`src/rtl/fetch_queue.sv`:
```
// fetch_queue: multi-lane circular instruction buffer between fetch and decode.
// Pushes the contiguous lane-0 run of valid inputs and pops the contiguous run of accepted outputs.
module fetch_queue #(
   parameter int XLEN      = 32,
   parameter int ILEN      = 32,
   parameter int DEPTH     = 8,
   parameter int IN_LANES  = 2,
   parameter int OUT_LANES = 2
) (
   input  logic                         clk,
   input  logic                         reset,
   input  logic                         flush,
   input  logic [IN_LANES-1:0]          in_valid,
   input  logic [IN_LANES*ILEN-1:0]     in_instr,
   input  logic [IN_LANES*XLEN-1:0]     in_pc,
   output logic                         in_ready,
   output logic [OUT_LANES-1:0]         out_valid,
   output logic [OUT_LANES*ILEN-1:0]    out_instr,
   output logic [OUT_LANES*XLEN-1:0]    out_pc,
   input  logic [OUT_LANES-1:0]         out_ready,
   output logic [$clog2(DEPTH+1)-1:0]   count
);
   localparam int AW = $clog2(DEPTH);
   localparam int CW = $clog2(DEPTH+1);
   localparam int EW = XLEN + ILEN;
   localparam logic [CW-1:0] DEPTH_C    = CW'(DEPTH);
   localparam logic [CW-1:0] IN_LANES_C = CW'(IN_LANES);

   logic [EW-1:0]        mem_q [DEPTH];
   logic [AW-1:0]        head_q, head_d;
   logic [AW-1:0]        tail_q, tail_d;
   logic [CW-1:0]        count_q, count_d;
   logic [CW-1:0]        push_cnt, pop_cnt;
   logic [IN_LANES-1:0]  push_lane;

   // Space check uses the registered count only, so decode back-pressure never reaches fetch combinationally.
   assign in_ready = ((DEPTH_C - count_q) >= IN_LANES_C) && !flush;
   assign count    = count_q;

   generate
      for (genvar gi = 0; gi < OUT_LANES; gi++) begin : g_out
         assign out_valid[gi] = (count_q > CW'(gi)) && !flush;
         assign {out_pc[gi*XLEN +: XLEN], out_instr[gi*ILEN +: ILEN]} = mem_q[head_q + AW'(gi)];
      end
   endgenerate

   always_comb begin
      logic run;
      run       = in_ready;
      push_lane = '0;
      push_cnt  = '0;
      for (int k = 0; k < IN_LANES; k++) begin
         run          = run & in_valid[k];
         push_lane[k] = run;
         push_cnt     = push_cnt + CW'(run);
      end
   end

   always_comb begin
      logic run;
      run     = 1'b1;
      pop_cnt = '0;
      for (int k = 0; k < OUT_LANES; k++) begin
         run     = run & out_valid[k] & out_ready[k];
         pop_cnt = pop_cnt + CW'(run);
      end
   end

   always_comb begin
      head_d  = head_q;
      tail_d  = tail_q;
      count_d = count_q;
      if (flush) begin
         head_d  = '0;
         tail_d  = '0;
         count_d = '0;
      end else begin
         head_d  = head_q + AW'(pop_cnt);
         tail_d  = tail_q + AW'(push_cnt);
         count_d = count_q + push_cnt - pop_cnt;
      end
   end

   always_ff @(posedge clk) begin
      for (int k = 0; k < IN_LANES; k++) begin
         if (push_lane[k]) begin
            mem_q[tail_q + AW'(k)] <= {in_pc[k*XLEN +: XLEN], in_instr[k*ILEN +: ILEN]};
         end
      end
   end

   always_ff @(posedge clk or negedge reset) begin
      if (!reset) begin
         head_q  <= '0;
         tail_q  <= '0;
         count_q <= '0;
      end else begin
         head_q  <= head_d;
         tail_q  <= tail_d;
         count_q <= count_d;
      end
   end

`ifndef SYNTHESIS
   always @(posedge clk) begin
      if (reset) begin
         assert (count_q <= DEPTH_C);
      end
   end
`endif

endmodule

```
`config.mk`:
```
export PLATFORM = sky130hd
export DESIGN_NAME = fetch_queue
export DESIGN_NICKNAME = d
export VERILOG_FILES = /design/src/rtl/fetch_queue.sv
export SDC_FILE = /design/constraint.sdc
export NUM_CORES = 1
export LEC_CHECK = 0
export BUFFER_PORTS_ARGS = -buffer_cell sky130_fd_sc_hd__buf_4
export CAP_MARGIN = 20
export CORE_MARGIN = 2
export CORE_UTILIZATION = 40
export CTS_BUF_LIST = sky130_fd_sc_hd__clkbuf_4 sky130_fd_sc_hd__clkbuf_8
export DETAILED_ROUTE_END_ITERATION = 10
export PLACE_DENSITY = 0.62
export SETUP_SLACK_MARGIN = 0.1
export SLEW_MARGIN = 20
export SYNTH_ARGS = -nofsm -noshare
export SYNTH_HDL_FRONTEND = slang
export SYNTH_SLANG_ARGS = --single-unit
```
`constraint.sdc`:
```
create_clock -name clk -period 16.2 [get_ports clk]
set_input_delay 3.24 -clock clk [delete_from_list [all_inputs] [get_ports clk]]
set_output_delay 3.24 -clock clk [all_outputs]
set_load 0.01 [all_outputs]
```
==> impl_metrics.json <==
{
  "status": "finished, final reports clean",
  "clk_latency_ns": 0.68,
  "numCtsBuffers": 95,
  "total_power_mw": 4.43,
  "fin_tns_setup_ns": 0,
  "hold_violations": 0,
  "period_minus_slack_ns": 7.63,
  "synth_flop_cell": "edfxtp_1",
  "drc": 0,
  "synth.cell_area_um2": 30100,
  "post-place-ws_ns": 9.09,
  "fp.dieH_um": 278,
  "period_share_pct": 47.1,
  "startpoint_type": "register",
  "post_cts_resize_count": 0,
  "worst-setup-path-type": "register to primary output",
  "p_int_mw": 3.05,
  "timing.critical_path.mode_cell": "buf_4",
  "synth.distinct_cells": 29,
  "vias": 17700,
  "hold_path.class": "register to register",
  "finClkSkew_ns": 0.0150,
  "cts_max_path_buffers": 3,
  "p_sw_share_pct": 31.2,
  "numPortBuffers": 269,
  "start_util_pct": 40.4,
  "post_cts_buffers": 0,
  "clk_pin_slew_ns": 0.06,
  "synthArstFlopShare_pct": 1.92,
  "finalSetupViolCount": 0,
  "ff2ff_setup_slack_ns": 12.11,
  "syn_inst": 1645,
  "rsz0062_at_grt": "false",
  "layout_common_cells": "mux2_2 (591), edfxtp_1 (512), buf_4 (314), mux4_2 (256), clkbuf_8 (97)",
  "pin_count": 270,
  "ys.warnings.count": 0,
  "h-tree-depth": 3,
  "grt_pass1_wl_um": 129000,
  "leakage_nw": 11.2,
  "drive_above_1_share_pct": 66.2,
  "nFillCells": 6376,
  "worst_pin_slew_ns": 0.997,
  "die_w_um": 278,
  "rows": 100,
  "root_buffer": "clkbuf_8",
  "syn-num-nets": 1799,
  "slowest_stage": "dfrtp_4",
  "cts.sinks": 522,
  "dieArea_um2": 77500,
  "grt_pass1_vias": 19500,
  "synth_edf_count": 512,
  "placed_area_um2": 33200,
  "max_freq_mhz": 131,
  "hpwl_um": 49800,
  "viasPerCell": 5.94,
  "antenna_found_initial": 12,
  "ys_ff_latch": 522,
  "cts_tree": "built",
  "clkPwrFrac_pct": 27.2,
  "gp_congestion": 0.761,
  "fin_nets": 2088,
  "cap_violations": 0,
  "ant_nets": 0,
  "synthToLayoutAreaGrowth_pct": 16.0,
  "wl_per_cell_um": 29.4,
  "p_switching_mw": 1.38,
  "grt_max_degree": 61,
  "cpPeakStageDelay_ns": 1.00,
  "coreArea_um2": 74600,
  "crit_chain": "buf_4 > buf_4 > mux4_2 > mux2_2 > buf_4",
  "slew_headroom_pct": 33.5,
  "firstDrtPassIters": 5,
  "seq_area_um2": 15600,
  "ys_seq_area_share_pct": 51.9,
  "ctsHoldBuffers": 0,
  "combPwrFrac_pct": 35.0,
  "power_density_nw_per_um2": 127,
  "final_common_cell": "mux2_2",
  "syn_area_per_cell_um2": 18.3,
  "wl_um": 87500,
  "cp.required_ns": 12.96,
  "final_cells": 2978,
  "worst-path-max-fanout": 56,
  "multiInputGateArea_um2": 13900,
  "grt_overflow": 0,
  "ir_drop_mv": 0.180,
  "cp_data_arrival_time_ns": 4.39,
  "pwr-share-seq_pct": 37.8,
  "fin_ws_ns": 8.57,
  "grt_usage_pct": 22.6,
  "cp-end-kind": "primary output",
  "drtIter0Drc": 1518,
  "design_area_um2": 34900,
  "post-place-cells": 2806,
  "finalMaxSlewViolations": 0
}
worst max-delay path: cells and delay by family (launching register included):
| kind | cells | cell delay, ns |
|---|---|---|
| buffers and inverters | 3 | 1.72 |
| flip-flops | 1 | 1.00 |
| multiplexers | 2 | 0.91 |
path summary, 6_finish.rpt:
| path | from | cells past startpoint | endpoint |
|---|---|---|---|
| setup reg to reg | count[0] | 9 | mem_q[3][11] |
| hold / removal | tail_q[1] | 3 | tail_q[1] |
| min in group asynchronous | reset | 1 | count[1] |
| hold reg to reg | tail_q[1] | 3 | tail_q[1] |
| max in group asynchronous | reset | 1 | head_q[0] |
| setup / recovery | head_q[0] | 5 | out_pc[43] |
per-stage QoR:
stage               util (%)  hold slack, ns
finish                  46.9           0.740
global route            46.9           0.798
CTS                     46.8           0.747
detailed placement      44.5           0.738
global placement        44.5           0.713
floorplan                  -           0.612
power by group through the flow:
stage	logic [mW]	registers (mW)	clock network (mW)
6_report	1.55	1.67	1.20
5_1_grt	1.65	1.68	1.29
4_1_cts	1.57	1.67	1.24
3_5_place_dp	1.56	1.70	0
3_3_place_gp	1.55	1.69	0
2_1_floorplan	1.01	1.67	0
layer usage:
layer / wire (um) / GRT usage (%)
met5: 80 / 0
met4: 1980 / 7.35
met3: 5700 / 4.41
met2: 43600 / 38.0
met1: 36100 / 29.5
kinds of logic after synthesis:
kind of cell	count (synthesis)	synth area share, %
flops	522	51.9
simple gates	46	0.806
mux	896	43.1
xor+xnor	9	0.324
compound gates	21	0.669
buf+inv	132	2.40
fa+ha+maj	19	0.889
registers in the layout, summed over array words and instances (netlist names):
signal,flops
count,4
mem_q,512
head_q,3
tail_q,3
cell usage after synthesis, types with 3 or more instances:
master    number  area share, %
buf_4         48            1.2
dfrtp_1       10           0.83
xnor2_1        5           0.15
clkbuf_1      34           0.42
xor2_1         3          0.087
nand2b_1       3          0.062
nand2_1        7          0.087
ha_1          15           0.62
buf_2         39           0.65
nand3_1       10           0.17
inv_1         10           0.12
edfxtp_1     512             51
mux2_1        49            1.8
a21oi_4        8           0.43
nor2b_1        8           0.17
mux4_2       256             19
fa_1           4           0.27
nor2_1        10           0.12
mux2_2       591             22
a21oi_1       11           0.18
area by class of cell:
type / count / share of cell area (%)
clock buffer: 123 / 4.38
inverter: 10 / 0.107
sequential: 522 / 44.8
antenna: 6 / 0.0430
tap: 969 / 3.47
clock inverter: 43 / 0.698
timing repair buffer: 314 / 6.75
multi-input combinational: 991 / 39.8
No activity file was read; power rests on OpenSTA's default activity.
